### config.mk
export PLATFORM = sky130hd
export DESIGN_NAME = dense_sr_ctrl_flat
export DESIGN_NICKNAME = d
export VERILOG_FILES = /design/src/rtl/dense_sr_ctrl_if.sv /design/src/rtl/dense_sr_ctrl.sv /design/src/flat_wrapper.sv
export SDC_FILE = /design/constraint.sdc
export NUM_CORES = 1
export LEC_CHECK = 0
export ABC_AREA = 1
export CORE_MARGIN = 8
export CORE_UTILIZATION = 35
export CTS_CLUSTER_SIZE = 25
export DETAILED_ROUTE_END_ITERATION = 16
export MAX_ROUTING_LAYER = met4
export PLACE_DENSITY_LB_ADDON = 0.05
export RECOVER_POWER = 25
export SLEW_MARGIN = 10
export SYNTH_ARGS = -nofsm -noshare
export SYNTH_HDL_FRONTEND = slang
export SYNTH_SLANG_ARGS = --single-unit
### constraint.sdc
create_clock -name clock -period 1.4 [get_ports clock]
set_input_delay 0.35 -clock clock [delete_from_list [all_inputs] [get_ports clock]]
set_output_delay 0.35 -clock clock [all_outputs]
set_load 0.01 [all_outputs]
### src/rtl/dense_sr_ctrl_if.sv
// dense_sr_ctrl_if
//   Bundles the handshake and status signals of the dense shift-register
//   window controller.
//   master : upstream/downstream side (drives start, in_valid, win_ready)
//   slave  : the controller itself (drives in_ready, shift_en, window
//            outputs, busy, done)
//   win_row/win_col widths follow the image geometry parameters.
interface dense_sr_ctrl_if #(
   parameter int IMG_WIDTH  = 8,
   parameter int IMG_HEIGHT = 8
);
   logic                          start;
   logic                          in_valid;
   logic                          in_ready;
   logic                          shift_en;
   logic                          win_valid;
   logic                          win_ready;
   logic [$clog2(IMG_HEIGHT)-1:0] win_row;
   logic [$clog2(IMG_WIDTH)-1:0]  win_col;
   logic                          busy;
   logic                          done;

   modport master (
      output start, in_valid, win_ready,
      input  in_ready, shift_en, win_valid, win_row, win_col, busy, done
   );

   modport slave (
      input  start, in_valid, win_ready,
      output in_ready, shift_en, win_valid, win_row, win_col, busy, done
   );
endinterface

### src/rtl/dense_sr_ctrl.sv
// dense_sr_ctrl
//   Controls a dense shift-register window buffer fed in raster order.
//   It accepts one pixel per shift_en strobe, tracks the (row, col) of the
//   incoming pixel and flags when the shift chain holds a complete,
//   non-straddling P_SR_DEPTH x NUM_SR_ROWS window, reporting its top-left
//   corner. A frame runs IDLE -> FILL -> RUN -> DRAIN -> DONE -> IDLE.
//   Ports:
//     clock : single clock, rising edge
//     reset : asynchronous, active-low
//     bus   : dense_sr_ctrl_if slave modport
//             start (in), in_valid (in), in_ready (out), shift_en (out),
//             win_valid (out), win_ready (in), win_row/win_col (out),
//             busy (out), done (out)
module dense_sr_ctrl #(
   parameter int IMG_WIDTH   = 8,
   parameter int IMG_HEIGHT  = 8,
   parameter int P_SR_DEPTH  = 3,
   parameter int NUM_SR_ROWS = 3
) (
   input  logic           clock,
   input  logic           reset,
   dense_sr_ctrl_if.slave bus
);

   localparam int CW = $clog2(IMG_WIDTH);
   localparam int RW = $clog2(IMG_HEIGHT);

   localparam logic [CW-1:0] COL_LAST = CW'(IMG_WIDTH - 1);
   localparam logic [RW-1:0] ROW_LAST = RW'(IMG_HEIGHT - 1);
   // First pixel position at which the chain holds a full window.
   localparam logic [CW-1:0] COL_WIN0 = CW'(P_SR_DEPTH - 1);
   localparam logic [RW-1:0] ROW_WIN0 = RW'(NUM_SR_ROWS - 1);

   typedef enum logic [2:0] {
      ST_IDLE,
      ST_FILL,
      ST_RUN,
      ST_DRAIN,
      ST_DONE
   } state_t;

   state_t        state_q, state_d;
   logic [CW-1:0] col_q, col_d;
   logic [RW-1:0] row_q, row_d;
   logic          win_valid_q, win_valid_d;
   logic [RW-1:0] win_row_q, win_row_d;
   logic [CW-1:0] win_col_q, win_col_d;
   logic          busy_q, busy_d;
   logic          done_q, done_d;

   logic in_ready;
   logic accept;
   logic win_take;
   logic window_hit;
   logic last_pix;

   always_comb begin
      // Stall intake while a window is waiting and downstream is not taking
      // it; otherwise the window it would overwrite is lost.
      in_ready   = ((state_q == ST_FILL) || (state_q == ST_RUN)) &&
                   !(win_valid_q && !bus.win_ready);
      accept     = bus.in_valid && in_ready;
      win_take   = win_valid_q && bus.win_ready;
      // Column test also rejects windows straddling a row boundary.
      window_hit = accept && (row_q >= ROW_WIN0) && (col_q >= COL_WIN0);
      last_pix   = accept && (row_q == ROW_LAST) && (col_q == COL_LAST);

      state_d     = state_q;
      col_d       = col_q;
      row_d       = row_q;
      win_valid_d = win_valid_q;
      win_row_d   = win_row_q;
      win_col_d   = win_col_q;

      if (win_take) begin
         win_valid_d = 1'b0;
      end
      // A new window loaded in the same cycle replaces the consumed one.
      if (window_hit) begin
         win_valid_d = 1'b1;
         win_row_d   = row_q - ROW_WIN0;
         win_col_d   = col_q - COL_WIN0;
      end

      if (accept) begin
         if (col_q == COL_LAST) begin
            col_d = '0;
            row_d = (row_q == ROW_LAST) ? '0 : row_q + 1'b1;
         end else begin
            col_d = col_q + 1'b1;
         end
      end

      case (state_q)
         ST_IDLE: begin
            if (bus.start) begin
               state_d = ST_FILL;
               col_d   = '0;
               row_d   = '0;
            end
         end
         ST_FILL: begin
            if (last_pix) begin
               state_d = ST_DRAIN;
            end else if (window_hit) begin
               state_d = ST_RUN;
            end
         end
         ST_RUN: begin
            if (last_pix) begin
               state_d = ST_DRAIN;
            end
         end
         ST_DRAIN: begin
            if (!win_valid_q || bus.win_ready) begin
               state_d = ST_DONE;
            end
         end
         ST_DONE: begin
            state_d = ST_IDLE;
         end
         default: begin
            state_d = ST_IDLE;
         end
      endcase

      // Status outputs are registered from the next state so they line up
      // with the state register.
      busy_d = (state_d == ST_FILL) || (state_d == ST_RUN) ||
               (state_d == ST_DRAIN);
      done_d = (state_d == ST_DONE);
   end

   always_ff @(posedge clock or negedge reset) begin
      if (!reset) begin
         state_q     <= ST_IDLE;
         col_q       <= '0;
         row_q       <= '0;
         win_valid_q <= 1'b0;
         win_row_q   <= '0;
         win_col_q   <= '0;
         busy_q      <= 1'b0;
         done_q      <= 1'b0;
      end else begin
         state_q     <= state_d;
         col_q       <= col_d;
         row_q       <= row_d;
         win_valid_q <= win_valid_d;
         win_row_q   <= win_row_d;
         win_col_q   <= win_col_d;
         busy_q      <= busy_d;
         done_q      <= done_d;
      end
   end

   assign bus.in_ready  = in_ready;
   assign bus.shift_en  = accept;
   assign bus.win_valid = win_valid_q;
   assign bus.win_row   = win_row_q;
   assign bus.win_col   = win_col_q;
   assign bus.busy      = busy_q;
   assign bus.done      = done_q;

endmodule

### src/flat_wrapper.sv
// flat-port wrapper written by rule: the top's interface ports become plain ports
module dense_sr_ctrl_flat 
#(
   parameter int IMG_WIDTH   = 8,
   parameter int IMG_HEIGHT  = 8,
   parameter int P_SR_DEPTH  = 3,
   parameter int NUM_SR_ROWS = 3
)
  (clock, reset, bus_start, bus_in_valid, bus_win_ready, bus_in_ready, bus_shift_en, bus_win_valid, bus_win_row, bus_win_col, bus_busy, bus_done);
  dense_sr_ctrl_if #(.IMG_WIDTH(IMG_WIDTH), .IMG_HEIGHT(IMG_HEIGHT)) bus_i ();
  input  logic clock;
  input  logic reset;
  input wire logic [$bits(bus_i.start)-1:0] bus_start;
  input wire logic [$bits(bus_i.in_valid)-1:0] bus_in_valid;
  input wire logic [$bits(bus_i.win_ready)-1:0] bus_win_ready;
  output wire logic [$bits(bus_i.in_ready)-1:0] bus_in_ready;
  output wire logic [$bits(bus_i.shift_en)-1:0] bus_shift_en;
  output wire logic [$bits(bus_i.win_valid)-1:0] bus_win_valid;
  output wire logic [$bits(bus_i.win_row)-1:0] bus_win_row;
  output wire logic [$bits(bus_i.win_col)-1:0] bus_win_col;
  output wire logic [$bits(bus_i.busy)-1:0] bus_busy;
  output wire logic [$bits(bus_i.done)-1:0] bus_done;
  assign bus_i.start = bus_start;
  assign bus_i.in_valid = bus_in_valid;
  assign bus_i.win_ready = bus_win_ready;
  assign bus_in_ready = bus_i.in_ready;
  assign bus_shift_en = bus_i.shift_en;
  assign bus_win_valid = bus_i.win_valid;
  assign bus_win_row = bus_i.win_row;
  assign bus_win_col = bus_i.win_col;
  assign bus_busy = bus_i.busy;
  assign bus_done = bus_i.done;
  dense_sr_ctrl #(.IMG_WIDTH(IMG_WIDTH), .IMG_HEIGHT(IMG_HEIGHT), .P_SR_DEPTH(P_SR_DEPTH), .NUM_SR_ROWS(NUM_SR_ROWS)) u_core (.clock(clock), .reset(reset), .bus(bus_i));
endmodule
---- Word level (Yosys, flattened, before mapping) ----
Cells that the tools add are included.
operators by class
  add/subtract/negate cells ............... 4
  magnitude comparators ................... 2
  equality and inequality tests ........... 9
  muxes and demuxes ....................... 17
  reduce and logical (&&, ||, !) cells .... 17
operators with widths
  kind                 count
  $mux 3               14
  $eq 3x2->1 const B   4
  $pmux 3 s4           1
  $eq 3x3->1 const B   3
  $logic_and 1x1->1    8
  $add 3x1->3 const B  2
  $eq 3x1->1 const B   2
  $ge 3x2->1 const B   2
  $sub 3x2->3 const B  2
  $logic_or 1x1->1     4
  $logic_not 1->1      3
  $logic_not 3->1      1
  $mux 1               2
  $reduce_bool 2->1    1
storage, ports and cells
  flip-flop bits (word level) ............. 18
  output and inout bits ................... 11
  word-level logic and storage cells ...... 57

---- Depth between registers and ports, before layout ----
  depth after elaboration ................. 13
  gate-level depth with buffers ........... 10

---- Worst setup path after synthesis ----
OpenSTA, ideal clock, no wires.
  path kind ............................... register to register
  start point ............................. reg u_core.row_q[1]
  end point ............................... reg u_core.win_row_q[1], in the netlist u_core.bus.win_row[1]
  data arrival time ....................... 1285 ps
  data required time ...................... 1280 ps
  slack ................................... -5 ps
  cell stages (with the launch flop) ...... 10
  path buffers ............................ 1
  clock period less this slack ............ 1405 ps
  path through ............................ dfrtp_1 -> inv_1 -> ha_1 -> inv_1 -> a21oi_1 -> nor2_1 -> nand4_4 -> buf_6 -> nand2_2 -> o21ai_2
on the way
  longest elaborated chain between the ends .. 3
  elaborated cells on any way between the ends .. 4
  classes of those cells .................. add/sub: 1; order compare: 1; reduce/logical: 2
RTL lines
  what                            line                  source
  start, declared                 dense_sr_ctrl.sv:44   logic [RW-1:0] row_q, row_d;
  start signal, assigned          dense_sr_ctrl.sv:147  row_q <= row_d;
  $ge 3x2->1                      dense_sr_ctrl.sv:65   window_hit = accept && (row_q >= ROW_WIN0) && (col_q >= COL_WIN0);
  $logic_and 1x1->1 (2 in a row)  dense_sr_ctrl.sv:65
  end signal, assigned            dense_sr_ctrl.sv:149  win_row_q <= win_row_d;
  end, declared                   dense_sr_ctrl.sv:46   logic [RW-1:0] win_row_q, win_row_d;
Several ways; a longest one is shown, not always the timed one.
A chain may end at the register's enable or synchronous reset.

---- Worst setup path in the final report ----
  start point ............................. reg u_core.state_q[2]
  end point ............................... out bus_in_ready
on the way
  longest elaborated chain between the ends .. 3
  elaborated cells on any way between the ends .. 4
  classes of those cells .................. eq/ne: 2; reduce/logical: 2
RTL lines
  what                                             line                  source
  start, declared                                  dense_sr_ctrl.sv:42   state_t state_q, state_d;
  start signal, assigned                           dense_sr_ctrl.sv:145  state_q <= state_d;
  $eq 3x1->1 / $eq 3x2->1 (equally long branches)  dense_sr_ctrl.sv:60   in_ready = ((state_q == ST_FILL) || (state_q == ST_RUN)) &&
  $logic_or 1x1->1 (*)                             dense_sr_ctrl.sv:60
  $logic_and 1x1->1 (*)                            dense_sr_ctrl.sv:60
  end, declared                                    flat_wrapper.sv:16    output wire logic [$bits(bus_i.in_ready)-1:0] bus_in_ready;
Mark *: on every way between the ends. The rest lies on a longest branch, timed or not.

==> summary.txt <==
routed via count -> 810
Post-Synth Simple-Gate Area -> 21.5%
run status -> finished with violations
Reg clk slew, reported paths -> 0.11 ns
clock network fraction of design power -> 10.6%
xor and xnor area share after synthesis -> 0%
Die W -> 69.3 µm
nets -> 155
proportion of synthesized area in mux cells -> 0%
die area -> 0.00480 mm²
final period utilization -> 115%
initial antenna violation count -> 0
Synth Area per Inst -> 10.0 µm²
worst vdd ir -> 0.00116 V
CTS Buf Count -> 3
Static Leak -> 0.748 nW
syn_nets -> 111
Synth Area in Compound Gates -> 15.3%
area leader, netlist -> dfrtp_1
CTS root buffer -> clkbuf_4
Synth Area in Adders -> 8.81%
DP HPWL -> 1.58 mm
Synth top area share -> 45.3%
first-pass GRT wire length -> 3.82 mm
Slew Limit Fails -> 0
largest family of logic cells by synthesized area -> simple AND/OR/NAND/NOR gates
Crit Path Max Fanout -> 3
Final GP Congestion -> 0.800
largest net degree at the start of global routing -> 19
1st-iter DRT viols -> 22
YS warnings -> 0
Combinational Power Share -> 60.6%
vias per inst -> 4.68
synthesized area -> 995 µm²
Final TNS setup -> -0.660 ns
PortBufs -> 15
# fillers -> 254
Switch Pwr -> 0.00125 W
number of I/O pins -> 16
worst path arrival time -> 1.26 ns
Final setup viols -> 12
Pre-antenna DRT Iters -> 3
Fmax -> 0.622 GHz
Int Power -> 0.00185 W
final hold viol count -> 0
synthesized instance count -> 99
Setup crit start kind -> flip-flop
die height -> 69.3 µm
total global-route track usage -> 9.84%
post-synthesis cell type count -> 24
Setup Skew -> 0.00150 ns
Hold WC Path Type -> flip-flop to flip-flop
H-tree depth -> 1
setup ws final -> -0.209 ns
Core Footprint -> 0.00273 mm²
initial core utilization -> 36.4%
CTS hold repair buffers -> 0
# diodes -> 0
Pwr Density -> 2080 mW/mm²
area grow syn2layout -> 49.4%
failing checks -> negative setup slack
CTS tree -> yes
Routed Antenna Nets -> 0
post-route minimum period -> 1.61 ns
# clock sinks -> 18
Seq/Total Area, Yosys -> 45.3%
Row Count -> 19
top cells by area, synth -> dfrtp_1 45%, ha_1 8.8%, inv_1 7.2%
area of the multi-input gates -> 523 µm²
Post-route DRC -> 0
sequential power share -> 28.8%
#FFs+latches synth -> 18
RSZ-0062 raised after global routing -> yes
Crit Path Category -> flip-flop to output pin
Tightest Pin Transition -> 0.480 ns
Routed WL -> 2.26 mm
Slew HR -> 68.0%
wire per inst -> 13.1 µm
switch share -> 40.4%
grt total ovfl -> 0
number of global-route vias before repair -> 858
Max Cap Violations -> 0
layout cell share with drive strength beyond 1 -> 50.7%
Seq. cell area -> 452 µm²
CTS Buffer Depth -> 2
worst hold margin -> 0.493 ns
Clock Latency Late Sink -> 0.30 ns
Req. time, crit path -> 1.05 ns
critical path capture point type -> output pin
[cells by family (layout without fill, tap and decap cells)]
kind of cell / count (synthesis) / after routing
fa+ha+maj: 7 / 7
simple gates: 30 / 30
flops: 18 / 18
buf+inv: 22 / 65
compound gates: 22 / 22
[Yosys cell counts]
library cell,number
a211oi_1,2
a21oi_1,7
buf_6,1
dfrtp_1,18
ha_1,7
inv_1,19
inv_2,2
nand2_1,9
nand2_2,4
nand2_4,1
nand3_1,1
nand3_2,2
nand3_4,1
nand4_4,2
nor2_1,3
nor2_2,3
nor2_4,1
nor3_1,1
nor4_1,2
o211ai_1,2
o21ai_0,1
o21ai_1,2
o21ai_2,7
o21bai_2,1
[sequential cells by signal, indices dropped and copies added, names as in the netlist]
name / cells
u_core.bus.busy: 1
u_core.bus.done: 1
u_core.bus.win_col: 3
u_core.bus.win_row: 3
u_core.bus.win_valid: 1
u_core.col_q: 3
u_core.row_q: 3
u_core.state_q: 3
[per-stage QoR]
step | instance area (µm²) | power [W] | utilization [%] | worst slack [ns] | std cells
3_5_place_dp | 1320 | 0.00256 | 48.4 | -0.589 | 162
5_1_grt | 1490 | 0.00337 | 54.4 | -0.277 | 173
3_3_place_gp | 1320 | 0.00253 | 48.4 | -0.548 | 162
4_1_cts | 1360 | 0.00285 | 49.6 | -0.238 | 167
2_1_floorplan | 997 | 0.00196 | - | 0.0191 | 99
6_report | 1490 | 0.00310 | 54.4 | -0.209 | 173
[final timing paths]
path / endpoint / slack (ns) / from / cells after the start
setup / recovery: bus_in_ready / -0.21 / u_core.state_q[2] / 4
hold / removal: u_core.bus.win_row[0] / 0.49 / u_core.bus.win_row[0] / 2
setup reg to reg: u_core.bus.win_col[2] / -0.04 / u_core.row_q[0] / 8
hold reg to reg: u_core.bus.win_row[0] / 0.49 / u_core.bus.win_row[0] / 2
max in group asynchronous: u_core.state_q[0] / 0.52 / reset / 2
min in group asynchronous: u_core.state_q[0] / 0.53 / reset / 2
[worst max-delay path: stages, from the launching register on]
cell	delay, ns
dfrtp_1	0.42
nor2_2	0.15
nand2_2	0.09
a21oi_1	0.14
buf_2	0.15
[what timing repair did]
action,in CTS,in global routing
setup buffers,1,5
gates cloned,0,1
pin swaps,5,5
resized for setup,20,25
setup endpoints to repair,18,15
[power groups by stage]
stage,clock network (W),registers (W),logic [W]
floorplan,0,0.000956,0.00101
CTS,0.000348,0.000861,0.00165
global route,0.000370,0.000915,0.00208
finish,0.000329,0.000890,0.00188
global placement,0,0.000870,0.00166
detailed placement,0,0.000875,0.00169
[layout by cell type (no fill, tap or decap), types with 2 or more instances in the layout]
master / count
buf_4: 21
dfrtp_1: 17
inv_1: 12
inv_2: 9
o21ai_2: 8
a21oi_1: 7
dlygate4sd2_1: 6
nor2_2: 5
nand2_4: 5
nand2_1: 5
ha_1: 5
nand2_2: 4
clkbuf_4: 3
clkdlybuf4s50_1: 3
clkdlybuf4s15_1: 3
nand3_4: 2
nand4_4: 2
o211ai_1: 2
nor4_1: 2
a211oi_1: 2
buf_6: 2
[layer usage]
layer	wire length, µm	part of all wire, %	GRT usage [%]	up-vias
met1	1010	44	11.0	376
met3	82	3.6	2.72	6
met2	1120	50	15.6	14
met5	0	0	-	-
li1	-	-	-	414
met4	48	2.1	5.24	0
[area by class of cell]
cell class	instances	share of cell area, %
Inverter	21	5.30
Tap cell	31	2.61
Sequential cell	18	30.4
Timing Repair Buffer	40	24.1
Clock buffer	4	2.44
Multi-Input combinational cell	59	35.2
Power figures use the tool's default switching activity.
